===== src/rtl/conv_pkg.sv =====
// Shared types for the activation feeder: FSM state encoding and padded-geometry helper.
package conv_pkg;

  typedef enum logic [1:0] {
    IDLE  = 2'd0,
    EMIT  = 2'd1,
    FLUSH = 2'd2
  } state_e;

  function automatic int pad_dim(input int size, input int pad);
    return size + 2 * pad;
  endfunction

endpackage


===== src/rtl/pad_position_counter.sv =====
// Raster position over the padded frame, with a last-position flag and a pad-region decode.
// Counters move only on advance_i; clear_i restarts at (0,0). The decodes are combinational.
module pad_position_counter
  import conv_pkg::*;
#(
  parameter int IMAGE_SIZE_X = 32,
  parameter int IMAGE_SIZE_Y = 32,
  parameter int PAD          = 1
) (
  input  logic clk,
  input  logic rstn,
  input  logic clear_i,
  input  logic advance_i,
  output logic is_pad_o,
  output logic last_o
);

  localparam int PX = pad_dim(IMAGE_SIZE_X, PAD);
  localparam int PY = pad_dim(IMAGE_SIZE_Y, PAD);
  localparam int CW = (PX > 1) ? $clog2(PX) : 1;
  localparam int RW = (PY > 1) ? $clog2(PY) : 1;
  localparam logic [CW-1:0] COL_LAST = CW'(PX - 1);
  localparam logic [RW-1:0] ROW_LAST = RW'(PY - 1);

  logic [CW-1:0] col_q, col_d;
  logic [RW-1:0] row_q, row_d;

  always_comb begin
    col_d = col_q;
    row_d = row_q;
    if (clear_i) begin
      col_d = '0;
      row_d = '0;
    end else if (advance_i) begin
      if (col_q == COL_LAST) begin
        col_d = '0;
        row_d = (row_q == ROW_LAST) ? '0 : row_q + 1'b1;
      end else begin
        col_d = col_q + 1'b1;
      end
    end
  end

  always_ff @(posedge clk or negedge rstn) begin
    if (!rstn) begin
      col_q <= '0;
      row_q <= '0;
    end else begin
      col_q <= col_d;
      row_q <= row_d;
    end
  end

  // Compared as int so that PAD=0 does not produce an always-false unsigned compare.
  assign is_pad_o = (int'(row_q) < PAD) || (int'(row_q) >= PAD + IMAGE_SIZE_Y) ||
                    (int'(col_q) < PAD) || (int'(col_q) >= PAD + IMAGE_SIZE_X);
  assign last_o   = (col_q == COL_LAST) && (row_q == ROW_LAST);

endmodule


===== src/rtl/act_stream_feeder.sv =====
// Zero-pads a raster pixel stream and feeds the line buffer one padded pixel per cycle, then flushes.
// Outputs are one cycle behind the decision; hold stalls everything, and s_ready is low on pads/hold.
module act_stream_feeder
  import conv_pkg::*;
#(
  parameter int NBITS        = 8,
  parameter int NFMAPS       = 3,
  parameter int IMAGE_SIZE_X = 32,
  parameter int IMAGE_SIZE_Y = 32,
  parameter int PAD          = 1,
  parameter int WORD_SIZE    = NFMAPS * NBITS
) (
  input  logic                 clk,
  input  logic                 rstn,
  input  logic                 frame_start,
  input  logic                 hold,
  input  logic                 s_valid,
  output logic                 s_ready,
  input  logic [WORD_SIZE-1:0] s_act,
  output logic                 lb_valid,
  output logic                 lb_flush,
  output logic [WORD_SIZE-1:0] lb_act,
  output logic                 busy,
  output logic                 frame_done
);

  state_e state_q, state_d;
  logic   is_pad, last_pos, beat, clear;
  logic   lb_valid_q, lb_valid_d;
  logic   lb_flush_q, lb_flush_d;
  logic   frame_done_q, frame_done_d;
  logic [WORD_SIZE-1:0] lb_act_q, lb_act_d;

  pad_position_counter #(
    .IMAGE_SIZE_X(IMAGE_SIZE_X),
    .IMAGE_SIZE_Y(IMAGE_SIZE_Y),
    .PAD         (PAD)
  ) u_pos (
    .clk      (clk),
    .rstn     (rstn),
    .clear_i  (clear),
    .advance_i(beat),
    .is_pad_o (is_pad),
    .last_o   (last_pos)
  );

  always_comb begin
    state_d = state_q;
    s_ready = 1'b0;
    beat    = 1'b0;
    clear   = 1'b0;
    case (state_q)
      IDLE: begin
        if (frame_start) begin
          state_d = EMIT;
          clear   = 1'b1;
        end
      end
      EMIT: begin
        // Pad beats never wait on the source; interior beats need a handshake.
        if (!hold) begin
          s_ready = !is_pad;
          beat    = is_pad || s_valid;
          if (beat && last_pos) state_d = FLUSH;
        end
      end
      FLUSH:   state_d = IDLE;
      default: state_d = IDLE;
    endcase
  end

  always_comb begin
    lb_valid_d   = beat;
    lb_act_d     = lb_act_q;
    if (beat) lb_act_d = is_pad ? '0 : s_act;
    lb_flush_d   = (state_q == FLUSH);
    frame_done_d = (state_q == FLUSH);
  end

  always_ff @(posedge clk or negedge rstn) begin
    if (!rstn) begin
      state_q      <= IDLE;
      lb_valid_q   <= 1'b0;
      lb_flush_q   <= 1'b0;
      frame_done_q <= 1'b0;
      lb_act_q     <= '0;
    end else begin
      state_q      <= state_d;
      lb_valid_q   <= lb_valid_d;
      lb_flush_q   <= lb_flush_d;
      frame_done_q <= frame_done_d;
      lb_act_q     <= lb_act_d;
    end
  end

  assign lb_valid   = lb_valid_q;
  assign lb_flush   = lb_flush_q;
  assign lb_act     = lb_act_q;
  assign frame_done = frame_done_q;
  assign busy       = (state_q != IDLE);

endmodule


===== config.mk =====
export PLATFORM = sky130hd
export DESIGN_NAME = act_stream_feeder
export DESIGN_NICKNAME = d
export VERILOG_FILES = /design/src/rtl/conv_pkg.sv /design/src/rtl/pad_position_counter.sv /design/src/rtl/act_stream_feeder.sv
export SDC_FILE = /design/constraint.sdc
export NUM_CORES = 1
export LEC_CHECK = 0
export ABC_CLOCK_PERIOD_IN_PS = 3150
export BUFFER_PORTS_ARGS = -buffer_cell sky130_fd_sc_hd__buf_4
export CORE_MARGIN = 4
export CORE_UTILIZATION = 30
export CTS_CLUSTER_DIAMETER = 30
export DETAILED_ROUTE_END_ITERATION = 8
export GPL_TIMING_DRIVEN = 0
export PLACE_DENSITY = 0.47
export SLEW_MARGIN = 10
export SYNTH_ARGS = -nofsm -noshare
export SYNTH_HDL_FRONTEND = slang
export SYNTH_HIERARCHICAL = 1
export SYNTH_SLANG_ARGS = --single-unit
export TNS_END_PERCENT = 30

===== constraint.sdc =====
create_clock -name clk -period 3.15 [get_ports clk]
set_clock_uncertainty 0.2 [all_clocks]
set_input_delay 0.1575 -clock clk [delete_from_list [all_inputs] [get_ports clk]]
set_output_delay 0.1575 -clock clk [all_outputs]
set_load 0.01 [all_outputs]

Word level (Yosys, flattened, before mapping)
Cells that the tools add are included.
{"block": "totals", "regBits": 40, "inputBits": 29, "output_inout_bits": 29, "wordCells": 50}
{"block": "classes", "add_sub_neg": 2, "n_mux": 18, "n_eq_ne": 7, "reduce_logical": 13, "n_lt_le_gt_ge": 4}
{"operator": "2-to-1 mux 6 bit", "count": 7}
{"operator": "2-to-1 mux 24 bit", "count": 1}
{"operator": "adder 6 x 1 -> 6 bit, second input constant", "count": 2}
{"operator": "== test 6 bit, second input constant", "count": 2}
{"operator": "greater-or-equal comparator 6 bit, second input constant", "count": 2}
{"operator": "< comparator 6 x 1 -> 1 bit, second input constant", "count": 2}
{"operator": "2-to-1 mux 1 bit", "count": 6}
{"operator": "2-to-1 mux 2 bit", "count": 3}
{"operator": "inequality test 2 bit, second input constant", "count": 3}
{"operator": "nonzero test 2 bit", "count": 3}
{"operator": "logical OR 1 bit", "count": 4}
{"operator": "one-hot mux 2 bit (2 select lines)", "count": 1}
{"operator": "AND reduction 3 bit", "count": 1}
{"operator": "== test 2 x 1 -> 1 bit, second input constant", "count": 1}
{"operator": "== test 2 bit, second input constant", "count": 1}
{"operator": "logical AND 1 bit", "count": 2}
{"operator": "logical NOT 2 bit", "count": 1}
{"operator": "AND reduction 2 bit", "count": 1}
{"operator": "logical NOT 1 bit", "count": 1}

Depth between registers and ports, before layout
Gate-level depths: netlist of run 1.
{"block": "logic_depth", "word_depth": 9, "depth_mapped": 12, "depth_no_buf": 10}

Hierarchy
The synthesis of run 1 kept the hierarchy.
{"mod": "act_stream_feeder", "seq_area_each_um2": 700.7, "cells_per_inst": 127, "instances": 1, "area_per_inst_um2": 1547.7}
{"mod": "pad_position_counter", "seq_area_each_um2": 300.3, "cells_per_inst": 80, "instances": 1, "area_per_inst_um2": 743.2}

Worst setup path after synthesis of run 1
No wires, ideal clock.
{"block": "synth_timing", "path_type": "register to register", "startpoint": "register u_pos.row_q[0]", "endpoint": "register u_pos.row_q[5]", "synth_period_minus_slack_ns": 2.745, "setup_time_ns": 0.138, "path_buffers": 2, "arrival_time_ns": 2.408, "required_time_ns": 2.812, "path_slack_ns": 0.405, "path_stages_with_launch": 13, "path_cell_list": "dfrtp_1 > inv_1 > ha_1 > and4b_1 > o22ai_1 > buf_4 > nor2_4 > clkbuf_1 > nor2_1 > and3_4 > and2_4 > mux2i_1 > o22ai_1"}
{"block": "synth_between", "elab_chain_len": 9, "word_cells_on_any_way": 16, "classes_between": "1 x add/sub; 2 x order compare; 1 x eq/ne; 6 x mux; 6 x reduce/logical"}
{"element": "start, declared", "line_no": "pad_position_counter.sv:26", "text": "logic [RW-1:0] row_q, row_d;"}
{"element": "start signal, assigned", "line_no": "pad_position_counter.sv:50", "text": "row_q <= row_d;"}
{"element": "< comparator 6 x 1 -> 1 bit / greater-or-equal comparator 6 bit (equally long branches)", "line_no": "pad_position_counter.sv:55", "text": "assign is_pad_o = (int'(row_q) < PAD) || (int'(row_q) >= PAD + IMAGE_SIZE_Y) ||"}
{"element": "logical OR 1 bit (*) (2 in series)", "line_no": "pad_position_counter.sv:55"}
{"element": "logical OR 1 bit (*)", "line_no": "pad_position_counter.sv:56", "text": "(int'(col_q) < PAD) || (int'(col_q) >= PAD + IMAGE_SIZE_X);"}
{"element": "via is_pad", "line_no": "act_stream_feeder.sv:28", "text": "logic is_pad, last_pos, beat, clear;"}
{"element": "logical OR 1 bit (*)", "line_no": "act_stream_feeder.sv:63", "text": "beat = is_pad || s_valid;"}
{"element": "2-to-1 mux 1 bit (*)", "line_no": "act_stream_feeder.sv:61", "text": "if (!hold) begin"}
{"element": "2-to-1 mux 1 bit (*)", "line_no": "act_stream_feeder.sv:52", "text": "case (state_q)"}
{"element": "via beat", "line_no": "act_stream_feeder.sv:28"}
{"element": "nonzero test 2 bit (no source line) (*)"}
{"element": "AND reduction 2 bit (no source line) (*)"}
The timed path passes the listed nets; every way through them passes the cells marked *. The select of a mux whose other input is x is not followed.
A chain may end at the register's enable or synchronous reset.

Worst setup path after layout of run 1
{"block": "layout_timing", "startpoint": "register u_pos.row_q[2]", "endpoint": "register u_pos.row_q[5]"}
The elaborated chain is that of the path after synthesis.

==> results of run 1 <==
==> placed cells by master, fill, tap and decap left out, types with 2 or more instances in the layout <==
master / Yosys / layout
a21oi_1: 6 / 6
and4b_1: 2 / 2
buf_1: 2 / 2
buf_4: 3 / 60
buf_6: 6 / 6
bufinv_16: 0 / 2
clkbuf_1: 4 / 3
clkbuf_8: 0 / 5
dfrtp_1: 40 / 40
dlygate4sd3_1: 0 / 27
ha_1: 6 / 6
inv_1: 30 / 30
nand2_1: 7 / 7
nand2b_1: 3 / 3
nand3_1: 7 / 7
nor2_1: 9 / 8
nor3_1: 4 / 4
o21ai_0: 2 / 2
o21ai_1: 9 / 9
o21ai_2: 15 / 15
o22ai_1: 2 / 2
o31ai_1: 3 / 3
o41ai_2: 24 / 24
xor2_1: 3 / 3
==> how the worst max path moves through the flow <==
stage | startpoint | endpoint | slack [ns] | depth (start not counted)
after floorplan | u_pos/row_q[0]$_DFFE_PN0P_ | u_pos/row_q[5]$_DFFE_PN0P_ | 0.40 | 12
after global placement | u_pos/row_q[0]$_DFFE_PN0P_ | u_pos/row_q[5]$_DFFE_PN0P_ | -0.08 | 12
after detailed placement | u_pos/row_q[0]$_DFFE_PN0P_ | u_pos/row_q[5]$_DFFE_PN0P_ | -0.05 | 12
after CTS | u_pos/col_q[3]$_DFFE_PN0P_ | u_pos/row_q[5]$_DFFE_PN0P_ | 0.07 | 11
after global routing | u_pos/row_q[2]$_DFFE_PN0P_ | lb_act[6]$_DFFE_PN0P_ | 0.11 | 8
final | u_pos/row_q[2]$_DFFE_PN0P_ | u_pos/row_q[5]$_DFFE_PN0P_ | 0.37 | 10
==> worst max-delay path: stages, from the launching register on <==
cell and delay (ns):
dfrtp_1 0.42, nor3_1 0.38, a21oi_1 0.13, o22ai_1 0.16, buf_4 0.21, nor2_4 0.10, nor2_2 0.32, and3_4 0.29
and2_4 0.17, mux2i_1 0.18, o22ai_1 0.09
==> stage by stage <==
| stage | TNS (ns) | hold WS, ns | cell area [sq um] |
|---|---|---|---|
| floorplan | 0 | -0.338 | 2290 |
| global placement | -0.136 | -0.0105 | 2840 |
| detailed placement | -0.0732 | -0.0161 | 2840 |
| CTS | 0 | 0.205 | 3240 |
| global route | 0 | 0.0957 | 3240 |
| finish | 0 | 0.0654 | 3240 |
==> cell type report <==
class	instances	area, sq um	area share [%]
inverter	30	113	3.47
clock buffer	5	68.8	2.12
buffer	15	114	3.51
clock inverter	2	60.1	1.85
tap	99	124	3.82
multi-input combinational	121	1060	32.8
sequential	40	1000	30.9
timing repair buffer	84	698	21.5
==> where the power goes <==
part | switching (mW) | internal (mW)
Clock | 0.184 | 0.312
Combinational | 0.244 | 0.214
Sequential | 0.0773 | 0.584
Total | 0.506 | 1.11
==> kinds of logic (layout without fill, tap and decap cells) <==
family	Yosys count	in the layout
flip-flops	40	40
multiplexers	1	1
buffers and inverters	46	136
adder cells (fa/ha/maj)	6	6
AND/OR/NAND/NOR	46	46
AO/OA/AOI/OAI	64	64
XOR/XNOR	4	4
==> layer usage <==
| layer | global-route usage (%) | vias to the layer above | wire length [um] |
|---|---|---|---|
| li1 | - | 916 | - |
| met1 | 17.4 | 886 | 2630 |
| met2 | 21.6 | 45 | 2680 |
| met3 | 2.60 | 8 | 318 |
| met4 | 3.32 | 0 | 72 |
| met5 | 0 | - | 0 |
==> registers in the layout, summed over array words and instances, names as in the netlist <==
name and flops:
lb_act 24, u_pos/col_q 6, u_pos/row_q 6, state_q 2
frame_done 1, lb_valid 1
==> what timing repair did <==
item                                    in CTS  in global routing
hold endpoints to repair                    66                  0
hold buffers                                27                  0
buffers inserted                             0                  0
endpoints found under the setup margin       2                  8
gates resized for setup                      1                  0
==> results.json, run 1 <==
{
  "dieWidth_um": 95.4,
  "post_synth_and_or_nand_nor_area_fraction_pct": 11.9,
  "fp.coreArea_sq_um": 7330,
  "antenna_found_initial": 0,
  "synth_compound_area_share_pct": 29.1,
  "wl_um": 5700,
  "diodes": 0,
  "htree_levels": 2,
  "synth_seq_cells": 40,
  "row_count": 31,
  "detail_route.iter0.violations": 58,
  "p_per_area_nw_per_um2": 499,
  "io_pins": 58,
  "synth_most_common_cell": "dfrtp_1",
  "worstSetupPathType": "reg2reg",
  "antenna_left": 0,
  "netlist_instances": 207,
  "r2r_start": "u_pos/row_q[2]$_DFFE_PN0P_",
  "synth_seq_area_share_pct": 43.7,
  "rsz0062_at_grt": "false",
  "area_growth_pct": 41.5,
  "track_usage_pct": 13.0,
  "synth.top_cell.area_share_pct": 43.7,
  "final_cells": 396,
  "critPathLaunchType": "register",
  "clk_latency_ns": 0.29,
  "maxSlewViolCount": 0,
  "hold_path_depth": 4,
  "status": "finished, final reports clean",
  "min-delay-start": "s_valid",
  "arrival_ns": 2.73,
  "numCtsBuffers": 5,
  "grt_pass1_vias": 1895,
  "synth-edff-count": 0,
  "period_minus_slack_ns": 2.78,
  "synthTopCellsByArea": "dfrtp_1, o41ai_2, o21ai_2",
  "p_leak_nw": 1.62,
  "async_reset_ff_share_pct": 100,
  "die-area_sq_um": 9100,
  "io_buffers": 57,
  "drive_above_1_share_pct": 40.4,
  "cts_tree": "done",
  "reg2reg_to": "u_pos/row_q[5]$_DFFE_PN0P_",
  "place_hpwl_um": 3990,
  "nNetsFinal": 332,
  "fmax_mhz": 360,
  "hold_class": "in2reg",
  "slew_headroom_pct": 50.1,
  "whs_endpoint": "lb_act[21]$_DFFE_PN0P_",
  "fill_cells": 685,
  "crit_path_end_kind": "register",
  "worst-r2r-cell-count": 10,
  "synth_xor_area_share_pct": 1.53,
  "worstMarginPinSlew_ns": 0.749,
  "syn_nets": 242,
  "synth.cell_area_sq_um": 2290,
  "synth.avg_cell_area_sq_um": 11.1,
  "worstPathMaxFanout": 14,
  "final_hold_viol_count": 0,
  "dp_cells": 363,
  "yosysTopAreaCell": "dfrtp_1",
  "utilization_pct": 44.2,
  "fin_ws_ns": 0.370,
  "drc": 0,
  "required_ns": 3.10,
  "vias": 1855,
  "finalPower_mw": 1.62,
  "synthMuxAreaShare_pct": 0.437,
  "dp_slack_ns": -0.0491,
  "grt_max_degree": 41,
  "cts_sinks": 40,
  "reg2reg_slack_ns": 0.37,
  "synth_top_family_by_area": "compound AO/OA/AOI/OAI gates",
  "start_util_pct": 31.3,
  "wl_per_cell_um": 14.4,
  "synth_common_cells": "dfrtp_1, inv_1, o41ai_2",
  "grt_overflow": 0,
  "ys_types": 41,
  "routabilityCongestion": 0.733,
  "synth_warnings": 6,
  "setup_viol": 0,
  "drt_pass1_iterations": 4,
  "grt_pass1_wl_um": 9300,
  "max-clock-path-buffers": 2,
  "finalCritPeriodShare_pct": 88.3,
  "clkTransAtPathRegs_ns": 0.08,
  "cap_violations": 0,
  "synth_ff_type": "dfrtp_1",
  "cts-root-buf": "clkbuf_8",
  "synth_adder_area_share_pct": 3.28,
  "ir_drop_v": 0.000313,
  "routed_via_density": 4.68,
  "die_h_um": 95.4
}
Note: power is estimated with default switching activity, not from simulation.
==> run 2: changes to the inputs <==
- CORE_ASPECT_RATIO: not set -> 1.5
- PLACE_DENSITY: 0.47 -> not set
- SLEW_MARGIN: 10 -> not set
==> results.json, run 2 (same netlist as run 1, synthesis figures left out) <==
{
  "final_hold_viol_count": 0,
  "fp.coreArea_sq_um": 7320,
  "p_seq_share_pct": 42.9,
  "nNetsFinal": 332,
  "arrival_ns": 2.81,
  "grt_pass1_wl_um": 9680,
  "p_per_area_nw_per_um2": 478,
  "io_pins": 58,
  "routed.top_layer": "met4",
  "cap_violations": 0,
  "power_switching_share_pct": 32.9,
  "min-delay-start": "s_valid",
  "maxSlewViolCount": 0,
  "drt_pass1_iterations": 4,
  "place_area_sq_um": 2840,
  "rsz0062_at_grt": "false",
  "fin_ws_ns": 0.330,
  "setup_viol": 0,
  "r2r_start": "u_pos/col_q[3]$_DFFE_PN0P_",
  "wl_um": 5790,
  "drive_above_1_share_pct": 40.3,
  "p_int_mw": 1.03,
  "cp.buffers_inverters": 2,
  "cts-root-buf": "clkbuf_8",
  "crit_path_end_kind": "register",
  "cts_tree": "done",
  "cts_sinks": 40,
  "worstSetupPathType": "reg2reg",
  "mostFrequentLayoutCell": "buf_4",
  "clkTransAtPathRegs_ns": 0.08,
  "wl_per_cell_um": 14.5,
  "p_leak_nw": 1.61,
  "dieWidth_um": 79.4,
  "place_hpwl_um": 4040,
  "die_h_um": 115,
  "area_growth_pct": 40.8,
  "cp.depth": 8,
  "critPathLaunchType": "register",
  "antenna_left": 0,
  "vias": 1897,
  "p_clk_share_pct": 27.2,
  "cp_slowest_stage_delay_ns": 0.66,
  "status": "finished, final reports clean",
  "period_minus_slack_ns": 2.82,
  "grt_overflow": 0,
  "routed_via_density": 4.77,
  "postLayoutCellArea_sq_um": 3230,
  "wl_met2_um": 3190,
  "clk_latency_ns": 0.29,
  "io_buffers": 57,
  "finalCritPeriodShare_pct": 89.5,
  "worst-r2r-cell-count": 8,
  "max-clock-path-buffers": 2,
  "fmax_mhz": 355,
  "grt_max_degree": 41,
  "routabilityCongestion": 0.822,
  "required_ns": 3.14,
  "numCtsBuffers": 5,
  "drc": 0,
  "most-common-layout-cells": "buf_4, dfrtp_1, inv_1",
  "wl_met1_um": 2260,
  "row_count": 38,
  "slowest_stage": "buf_1",
  "crit_chain": "nor3_4 > and4b_1 > o22ai_1 > buf_4 > nor2_4 > buf_1 > o21ai_2 > o41ai_2",
  "die-area_sq_um": 9130,
  "diodes": 0,
  "wl_met3_um": 282,
  "antenna_found_initial": 0,
  "p_comb_share_pct": 29.9,
  "htree_levels": 2,
  "detail_route.iter0.violations": 44,
  "worstPathMaxFanout": 14,
  "largest_register_ffs": 24,
  "hold_path_depth": 4,
  "switchingPower_mw": 0.507,
  "critical_path.top_delay_family": "simple AND/OR/NAND/NOR gates",
  "grt_pass1_vias": 2051,
  "worstMarginPinSlew_ns": 0.799,
  "hold_class": "in2reg",
  "track_usage_pct": 13.3,
  "start_util_pct": 31.3,
  "dp_slack_ns": -0.00115,
  "startpoint": "u_pos/col_q[3]$_DFFE_PN0P_",
  "ir_drop_v": 0.000250,
  "slew_headroom_pct": 46.7
}
run 2: timing repair:
item	CTS	global route
gates resized for setup	1	1
hold buffers	27	0
gates cloned	0	0
endpoints found under the setup margin	2	7
pin swaps	0	0
buffers inserted	0	0
hold endpoints to repair	66	0
run 2: final timing paths:
kind,slack (ns),endpoint
setup / recovery,0.33,lb_act[9]$_DFFE_PN0P_
hold / removal,0.07,lb_act[21]$_DFFE_PN0P_
setup reg to reg,0.33,lb_act[9]$_DFFE_PN0P_
hold reg to reg,0.29,state_q[0]$_DFFE_PN0P_
max in group asynchronous,2.19,u_pos/row_q[2]$_DFFE_PN0P_
min in group asynchronous,0.20,lb_act[1]$_DFFE_PN0P_
run 2: metrics by stage:
stage	instances	TNS [ns]	power, mW	utilization [%]	hold slack (ns)
floorplan	207	0	0.944	-	-0.338
global placement	364	0	1.11	38.8	-0.0193
detailed placement	364	-0.00115	1.11	38.8	-0.0196
CTS	399	0	1.56	44.0	0.205
global route	398	0	1.63	44.1	0.101
finish	398	0	1.54	44.1	0.0711
run 2: worst register-to-register path, stage by stage, from the launching register on:
cell and delay [ns]:
dfrtp_1 0.44, nor3_4 0.36, and4b_1 0.25, o22ai_1 0.07, buf_4 0.19, nor2_4 0.34, buf_1 0.66, o21ai_2 0.14
o41ai_2 0.07
run 2: routing by layer:
metal | GRT usage, % | vias up
met4 | 3.67 | 0
met5 | 0 | -
met2 | 25.5 | 49
li1 | - | 913
met1 | 14.5 | 929
met3 | 2.90 | 6
run 2: layout make-up:
class	instances	area, sq um
fill	720	4100
multi-input combinational	121	1070
sequential	40	1000
timing repair buffer	84	698
tap	100	125
buffer	15	114
inverter	30	113
clock buffer	6	72.6
clock inverter	2	35.0
run 2: power by group through the flow:
stage	combinational (mW)	sequential (mW)	clock (mW)
6_report	0.461	0.661	0.418
5_1_grt	0.508	0.671	0.452
4_1_cts	0.468	0.662	0.432
3_5_place_dp	0.439	0.672	0
3_3_place_gp	0.433	0.672	0
2_1_floorplan	0.270	0.674	0
==> run 3: changes to the inputs <==
- SYNTH_HIERARCHICAL: 1 -> not set
==> results.json, run 3 <==
{
  "status": "finished, final reports clean",
  "routed_via_density": 4.84,
  "setup_viol": 0,
  "routabilityCongestion": 0.771,
  "start_util_pct": 31.0,
  "io_pins": 58,
  "synth.top_cell.area_share_pct": 54.9,
  "reg2reg_slack_ns": 0.52,
  "final_hold_viol_count": 0,
  "synth_warnings": 0,
  "detail_route.iter0.violations": 33,
  "clkTransAtPathRegs_ns": 0.08,
  "utilization_pct": 46.2,
  "async_reset_ff_share_pct": 100,
  "critPathLaunchType": "register",
  "cap_violations": 0,
  "dieWidth_um": 71.6,
  "holdBufCountCts": 26,
  "fp.coreArea_sq_um": 5870,
  "grt_pass1_vias": 1656,
  "nNetsFinal": 284,
  "antenna_found_initial": 0,
  "p_leak_nw": 1.31,
  "vias": 1559,
  "largest_register_ffs": 24,
  "p_per_area_nw_per_um2": 683,
  "row_count": 34,
  "io_buffers": 57,
  "worstMarginPinSlew_ns": 0.505,
  "numCtsBuffers": 5,
  "drt_pass1_iterations": 3,
  "grt_pass1_wl_um": 7480,
  "synth_common_cells": "dfrtp_1, a22o_1, nor2_1",
  "ys_types": 37,
  "finalSetupTns_ns": 0,
  "most-common-layout-cells": "buf_4, dfrtp_1, dlygate4sd3_1",
  "synth-edff-count": 0,
  "hold_class": "in2reg",
  "ir_drop_v": 0.000291,
  "synthTopCellsByArea": "dfrtp_1, a22o_1, ha_1",
  "postCtsSetupRepairBufs": 0,
  "synth.avg_cell_area_sq_um": 11.5,
  "required_ns": 3.18,
  "grt_max_degree": 41,
  "max-clock-path-buffers": 2,
  "synth_seq_area_share_pct": 54.9,
  "grt_overflow": 0,
  "drive_above_1_share_pct": 31.6,
  "wl_um": 4370,
  "netlist_instances": 159,
  "cts_resized": 0,
  "fmax_mhz": 381,
  "slew_headroom_pct": 66.4,
  "track_usage_pct": 12.9,
  "die-area_sq_um": 7410,
  "worstPathMaxFanout": 10,
  "synth_ff_type": "dfrtp_1",
  "diodes": 0,
  "area_growth_pct": 48.8,
  "period_minus_slack_ns": 2.63,
  "cts_tree": "done",
  "arrival_ns": 2.66,
  "yosysTopAreaCell": "dfrtp_1",
  "syn_nets": 194,
  "crit_path_end_kind": "register",
  "rsz0062_at_grt": "false",
  "worstSetupPathType": "reg2reg",
  "cts-root-buf": "clkbuf_8",
  "wl_per_cell_um": 13.6,
  "synth.cell_area_sq_um": 1820,
  "drc": 0,
  "synth_seq_cells": 40,
  "clk_latency_ns": 0.30,
  "synth_most_common_cell": "dfrtp_1",
  "cts_sinks": 40,
  "finalCritPeriodShare_pct": 83.4,
  "die_h_um": 103,
  "htree_levels": 2,
  "maxSlewViolCount": 0,
  "whs_ns": 0.0250,
  "mostFrequentLayoutCell": "buf_4",
  "antenna_left": 0,
  "place_hpwl_um": 2960
}
==> run 3: changes by cell type after synthesis, sizes merged, moves of 3 or more <==
cell	delta
inv	-23
nand2	+3
nor2	+3
buf	-6
o21ai	-24
a22o	+25
o41ai	-24
nand2b	-3
==> run 3: cell families after synthesis <==
| kind of cell | synth area share [%] |
|---|---|
| AO/OA/AOI/OAI | 19.0 |
| flip-flops | 54.9 |
| buffers and inverters | 4.12 |
| XOR/XNOR | 1.44 |
| AND/OR/NAND/NOR | 16.4 |
| adder cells (fa/ha/maj) | 4.12 |
==> run 3: metrics by stage <==
stage,instances,total power [mW],setup WS [ns],instance area (sq um)
after floorplan,159,1.16,0.986,1820
after global placement,288,1.41,0.536,2340
after detailed placement,288,1.42,0.520,2340
after CTS,322,1.87,0.488,2710
after global routing,322,1.98,0.271,2710
final,322,1.85,0.524,2710
==> run 3: final timing paths <==
| check | startpoint | endpoint | depth (start not counted) |
|---|---|---|---|
| setup reg to reg | u_pos.row_q[0]$_DFFE_PN0P_ | lb_act[17]$_DFFE_PN0P_ | 8 |
| max in group asynchronous | rstn | lb_act[16]$_DFFE_PN0P_ | 2 |
| hold reg to reg | lb_act[20]$_DFFE_PN0P_ | lb_act[20]$_DFFE_PN0P_ | 1 |
| hold / removal | hold | u_pos.col_q[3]$_DFFE_PN0P_ | 4 |
| min in group asynchronous | rstn | state_q[1]$_DFFE_PN0P_ | 2 |
| setup / recovery | u_pos.row_q[0]$_DFFE_PN0P_ | lb_act[17]$_DFFE_PN0P_ | 8 |
==> run 3: routing by layer <==
metal,vias up,GRT usage [%],share of wire [%]
met5,-,0,0
met3,7,3.29,5.5
met1,753,14.4,40
met4,0,5.21,1.8
met2,41,23.4,53
li1,758,-,-
==> run 3: power breakdown <==
| part | switching, mW | internal [mW] | total, mW |
|---|---|---|---|
| clock | 0.187 | 0.234 | 0.421 |
| sequential | 0.120 | 0.644 | 0.764 |
| combinational | 0.326 | 0.341 | 0.667 |
| total | 0.632 | 1.22 | 1.85 |
==> run 3: worst max-delay path, cell delays in order, from the launching register on <==
cell and delay (ns):
dfrtp_1 0.43, inv_1 0.09, ha_1 0.14, nor4b_2 0.23
xnor2_1 0.17, nand3_1 0.20, nor3_2 0.47, clkbuf_1 0.42
a22o_1 0.20
==> run 3: layout make-up <==
class / count / area (sq um)
clock buffers: 5 / 68.8
flip-flops and latches: 40 / 1000
plain buffers: 8 / 48.8
repair buffers: 83 / 688
fillers: 574 / 3160
well taps: 72 / 90.1
inverters: 7 / 26.3
multi-input cells: 104 / 746
clock inverters: 3 / 42.5
